<file path="src/rtl/alu_core.sv">
// alu_core: 32-bit registered ALU for the execute stage.
// The result and flags are registered one clock after an in_valid edge.
// Ports:
//   clk        rising-edge clock
//   rst_n      asynchronous active-low reset
//   in_valid   sample aluctl/a/b on this edge
//   aluctl     operation select (AND, OR, ADD, SUB, EQL, NOR; others yield 0)
//   a, b       32-bit operands
//   out        registered result
//   zero       registered, set when out is all zeros
//   overflow   registered two's-complement overflow (ADD/SUB only)
//   out_valid  registered, high for the cycle holding a fresh result
module alu_core (
    input  logic        clk,
    input  logic        rst_n,
    input  logic        in_valid,
    input  logic [3:0]  aluctl,
    input  logic [31:0] a,
    input  logic [31:0] b,
    output logic [31:0] out,
    output logic        zero,
    output logic        overflow,
    output logic        out_valid
);

    localparam logic [3:0] OpAnd = 4'b0000;
    localparam logic [3:0] OpOr  = 4'b0001;
    localparam logic [3:0] OpAdd = 4'b0010;
    localparam logic [3:0] OpSub = 4'b0110;
    localparam logic [3:0] OpEql = 4'b0111;
    localparam logic [3:0] OpNor = 4'b1100;

    logic [31:0] sum;
    logic [31:0] diff;
    logic [31:0] res_d;
    logic        ovf_d;

    // Carry-out is discarded; both are plain 32-bit wraps.
    assign sum  = a + b;
    assign diff = a + ~b + 32'd1;

    always_comb begin
        res_d = 32'd0;
        ovf_d = 1'b0;
        case (aluctl)
            OpAnd: res_d = a & b;
            OpOr:  res_d = a | b;
            OpAdd: begin
                res_d = sum;
                ovf_d = (a[31] == b[31]) && (sum[31] != a[31]);
            end
            OpSub: begin
                res_d = diff;
                ovf_d = (a[31] != b[31]) && (diff[31] != a[31]);
            end
            OpEql: res_d = (a == b) ? 32'd1 : 32'd0;
            OpNor: res_d = ~(a | b);
            default: begin
                res_d = 32'd0;
                ovf_d = 1'b0;
            end
        endcase
    end

    always_ff @(posedge clk or negedge rst_n) begin
        if (!rst_n) begin
            out       <= 32'd0;
            zero      <= 1'b1;
            overflow  <= 1'b0;
            out_valid <= 1'b0;
        end else begin
            out_valid <= in_valid;
            // Without in_valid the previous result and flags are held.
            if (in_valid) begin
                out      <= res_d;
                zero     <= (res_d == 32'd0);
                overflow <= ovf_d;
            end
        end
    end

endmodule

</file>
<file path="config.mk">
export PLATFORM = sky130hd
export DESIGN_NAME = alu_core
export DESIGN_NICKNAME = d
export VERILOG_FILES = /design/src/rtl/alu_core.sv
export SDC_FILE = /design/constraint.sdc
export NUM_CORES = 1
export LEC_CHECK = 0
export CAP_MARGIN = 10
export CORE_MARGIN = 2
export CORE_UTILIZATION = 60
export CTS_BUF_LIST = sky130_fd_sc_hd__clkbuf_4
export DETAILED_ROUTE_END_ITERATION = 8
export GPL_TIMING_DRIVEN = 0
export PLACE_DENSITY = 0.89
export RECOVER_POWER = 50
export SETUP_SLACK_MARGIN = 0.1
export SYNTH_ARGS = -nofsm -noshare
export SYNTH_HDL_FRONTEND = slang
export SYNTH_SLANG_ARGS = --single-unit
</file>
<file path="constraint.sdc">
create_clock -name clk -period 1.5 [get_ports clk]
set_input_delay 0.225 -clock clk [delete_from_list [all_inputs] [get_ports clk]]
set_output_delay 0.225 -clock clk [all_outputs]
set_load 0.1 [all_outputs]
</file>
==> results of run 1 <==
cell usage after synthesis (19+ instances only):
| cell | instances | share of area |
|---|---|---|
| a21o_1 | 19 | 0.020 |
| o211ai_1 | 19 | 0.020 |
| a21oi_1 | 87 | 0.062 |
| inv_1 | 103 | 0.055 |
| nand2_1 | 63 | 0.034 |
| nand3_1 | 19 | 0.014 |
| dfrtp_1 | 34 | 0.12 |
| ha_1 | 100 | 0.18 |
| o21ai_0 | 48 | 0.034 |
| nor2_1 | 127 | 0.068 |
| a221o_1 | 23 | 0.033 |
| clkbuf_1 | 37 | 0.020 |
metrics by stage:
| step | std cells | hold slack (ns) |
|---|---|---|
| after floorplan | 980 | -0.0706 |
| after global placement | 1227 | 0.464 |
| after detailed placement | 1227 | 0.317 |
logic make-up after synthesis:
group,Yosys count,share of synthesized area
compound gates,358,0.363
simple gates,314,0.217
buf+inv,159,0.0917
fa+ha+maj,102,0.185
flops,35,0.125
mux,10,0.0156
xor+xnor,2,0.00250
==> metrics.csv, run 1 <==
metric,value,unit
Yosys reg bits,35,
hold buffers post-CTS,1,
post-cts resize count,688,
placed cell area,8820,µm²
H-tree levels,2,
dpl hpwl,21600,µm
Post-Place Setup Slack,-2.83,ns
# rows,39,
status,did not finish,
Initial Utilization,0.613,
IO buf count,104,
sequential-to-total area share from yosys stat,0.125,
Yosys cell types,90,
Die X,112,µm
Synth Flop Type,dfrtp_1,
Die Y,112,µm
post-CTS setup repair buffer count,103,
Error,[ERROR DPL-0033] detailed placement checks failed during check placement.,
asr flop ratio synth,1.00,
clk buf depth,2,
Post-Syn Nets,1153,
Stopped at,clock tree synthesis,
Post-Syn Area,7000,µm²
post-synthesis cell count,980,
CTS root buf,clkbuf_4,
GP Congestion,1.09,
number of flops mapped to enable cells by yosys,0,
average cell area after synthesis,7.14,µm²
Syn. warnings,0,
I/O pins,106,
clock sinks,35,
Num CTS Buffers,5,
==> inputs of run 2 (changes only) <==
==> config.mk (replaced) <==
export PLATFORM = sky130hd
export DESIGN_NAME = alu_core
export DESIGN_NICKNAME = d
export VERILOG_FILES = /design/src/rtl/alu_core.sv
export SDC_FILE = /design/constraint.sdc
export NUM_CORES = 1
export LEC_CHECK = 0
export CAP_MARGIN = 10
export CORE_MARGIN = 2
export CORE_UTILIZATION = 40
export DETAILED_ROUTE_END_ITERATION = 8
export GPL_TIMING_DRIVEN = 0
export PLACE_DENSITY_LB_ADDON = 0.15
export RECOVER_POWER = 50
export SYNTH_ARGS = -nofsm -noshare
export SYNTH_HDL_FRONTEND = slang
export SYNTH_SLANG_ARGS = --single-unit
==> run 2 against run 1 <==
The flow now finishes, with violations (setup timing). Synthesized area stayed put. Synthesized cell count stayed put.
==> metrics.csv, run 2 <==
metric,value,unit,change
status,finished with violations,,was did not finish
failing checks,setup timing,,
gr usage total,0.346,,
max reg flops,32,,
Synth top area share,0.179,,unchanged
CTS root buf,clkbuf_16,,was clkbuf_4
met3 WL,3950,µm,
WP buf/inv,4,,
crit start category,primary input,,
detailed-route wire length per cell,23.2,µm,
total gr overflow,0,,
Post-Place Setup Slack,-3.02,ns,was -2.83 ns
dpl hpwl,23400,µm,was 21600 µm
clk buf depth,2,,unchanged
Yosys cell types,90,,unchanged
"commonest non-fill, non-tap cell in the layout",buf_4,,
Power Total,0.00834,W,
WP data required,1.70,ns,
Routed Wire Length,34900,µm,
Yosys reg bits,35,,unchanged
RSZ-0062 raised after global routing,yes,,
routed wl met2,14900,µm,
most frequent cells in the layout,"134 x buf_4, 105 x nor2_1, 72 x buf_6, 65 x ha_1, 54 x nand2_1",,
endpoints failing hold,0,,
crit-path cells,clkdlybuf4s15_2 -> inv_1 -> ha_4 -> clkbuf_16 -> nor2_4 -> nand2_2 -> a311oi_2 -> buf_4 -> o21bai_4 -> a311oi_1 -> o21ai_1 -> o41a_1 -> or4_4 -> nor4_4 -> nand2_1 -> o32ai_2,,
Top reg by flops,out,,
number of global-route vias before repair,8640,,
Max-slew headroom,0.432,,
# rows,48,,was 39
DR vias/cell,6.42,,
first-pass GRT wire length,49400,µm,
Layout Nets,1453,,
sequential-to-total area share from yosys stat,0.125,,unchanged
cell taking the most area after synthesis,ha_1,,unchanged
P_leak,5.51,nW,
die area,18600,µm²,
Iter 0 DRT Violations,954,,
worst reg2reg path depth,2,,
Num CTS Buffers,5,,unchanged
Worst R2R End,out[28],,
Initial DRT Pass Iterations,6,,
crit path kind,primary input to register,,
P&R area growth vs syn,83.9,%,
asr flop ratio synth,1.00,,unchanged
Initial Utilization,0.407,,was 0.613
max cap viols,0,,
pin count of the biggest net entering global routing,36,,
Met1 Routed Length,14400,µm,
Max Used Layer,met4,,
Peak supply drop,0.000972,V,
Pwr per Cell Area,649,nW/µm²,
Synth Flop Type,dfrtp_1,,unchanged
Syn. warnings,0,,unchanged
worst reg2reg setup slack,0.62,ns,
slowest CP cell,or4_4,,
post-route cell area,12900,µm²,
total number of vias,9674,,
reg-to-reg critical path startpoint,out[28],,
ratio of cells with drive above 1 in the final layout,0.508,,
initial antenna violation count,0,,
most frequent cells after synthesis,"127 x nor2_1, 103 x inv_1, 100 x ha_1",,unchanged
Clock Latency Late Sink,0.27,ns,
DR DRC count,0,,
core area,17200,µm²,
Post-Syn Nets,1153,,unchanged
# diodes,0,,
WP data arrival,3.66,ns,
peak fanout along the critical path,10,,
Top delay family on crit path,simple AND/OR/NAND/NOR gates,,
Synth area leaders,"ha_1 18%, dfrtp_1 12%, nor2_1 6.8%, a21oi_1 6.2%, inv_1 5.5%",,unchanged
Slew Limit Fails,0,,
IO buf count,104,,unchanged
GP Congestion,1.05,,was 1.09
FMAX,289,MHz,
Die X,136,µm,was 112 µm
Post-Syn Area,7000,µm²,unchanged
CP peak stage delay,0.57,ns,
average cell area after synthesis,7.14,µm²,unchanged
Die Y,136,µm,was 112 µm
placed cell area,8920,µm²,was 8820 µm²
Hold Path Class,primary input to async pin,,
Final setup viols,34,,
pin slew with the least headroom to its limit,0.852,ns,
post-synthesis cell count,980,,unchanged
final worst slack,-1.96,ns,
hold buffers post-CTS,0,,was 1
post-route clock period utilization,2.31,,
H-tree levels,2,,unchanged
most frequent cell after synthesis,nor2_1,,unchanged
number of flops mapped to enable cells by yosys,0,,unchanged
I/O pins,106,,unchanged
Final ANT Viol Nets,0,,
Clock transition at path regs,0.06,ns,
Critical Path End Type,register,,
clock sinks,35,,unchanged
CTS tree,done,,
Fin Clk Skew,0,ns,
fin crit period,3.46,ns,
[run 2: worst reg2reg max path: stages (launching register included)]
cell and delay (ns):
dfrtp_1 0.37, or2_2 0.28, o31a_1 0.12
[run 2: what timing repair did]
item	CTS	global route
buffers inserted	137	71
setup endpoints to repair	69	35
resized for setup	609	204
cloned	1	0
pin swaps	114	111
[run 2: metal layers]
metal,track usage,up-vias
li1,-,4233
met1,0.491,4629
met2,0.525,672
met3,0.0634,140
met4,0.117,0
met5,0,-
[run 2: final cells by class]
class / count / area (µm²)
Multi-Input combinational cell: 786 / 7540
Fill cell: 1220 / 4310
Timing Repair Buffer: 299 / 2840
Sequential cell: 35 / 877
Buffer: 50 / 671
Inverter: 103 / 479
Tap cell: 225 / 282
Clock buffer: 5 / 125
Clock inverter: 3 / 43.8
[run 2: power by group]
group / leakage, nW / internal [W] / switching, W
Clock: 0.0838 / 0.000782 / 0.000389
Sequential: 0.420 / 0.00108 / 0.0000738
Combinational: 5.01 / 0.00242 / 0.00361
Total: 5.51 / 0.00428 / 0.00407
[run 2: how the worst max path moves through the flow]
stage / startpoint / end / cells after the start
detailed placement: b[4] / zero / 15
global route: a[11] / zero / 14
floorplan: b[4] / zero / 14
global placement: a[0] / zero / 14
finish: a[11] / zero / 16
CTS: b[0] / zero / 15
[run 2: cell families after synthesis]
kind of cell / share of synthesized area
AO/OA/AOI/OAI: 0.363
XOR/XNOR: 0.00250
flip-flops: 0.125
AND/OR/NAND/NOR: 0.217
multiplexers: 0.0156
adder cells (fa/ha/maj): 0.185
buffers and inverters: 0.0917
[run 2: per-stage QoR]
step	util	setup TNS, ns	std cells	hold slack (ns)
final	0.749	-36.08	1506	0.0416
after global routing	0.749	-37.70	1506	0.121
after CTS	0.682	-33.59	1448	0.0417
after detailed placement	0.520	-72.10	1309	0.337
after global placement	0.520	-89.08	1309	0.466
after floorplan	-	-21.78	980	-0.0706
Power figures use the tool's default switching activity.
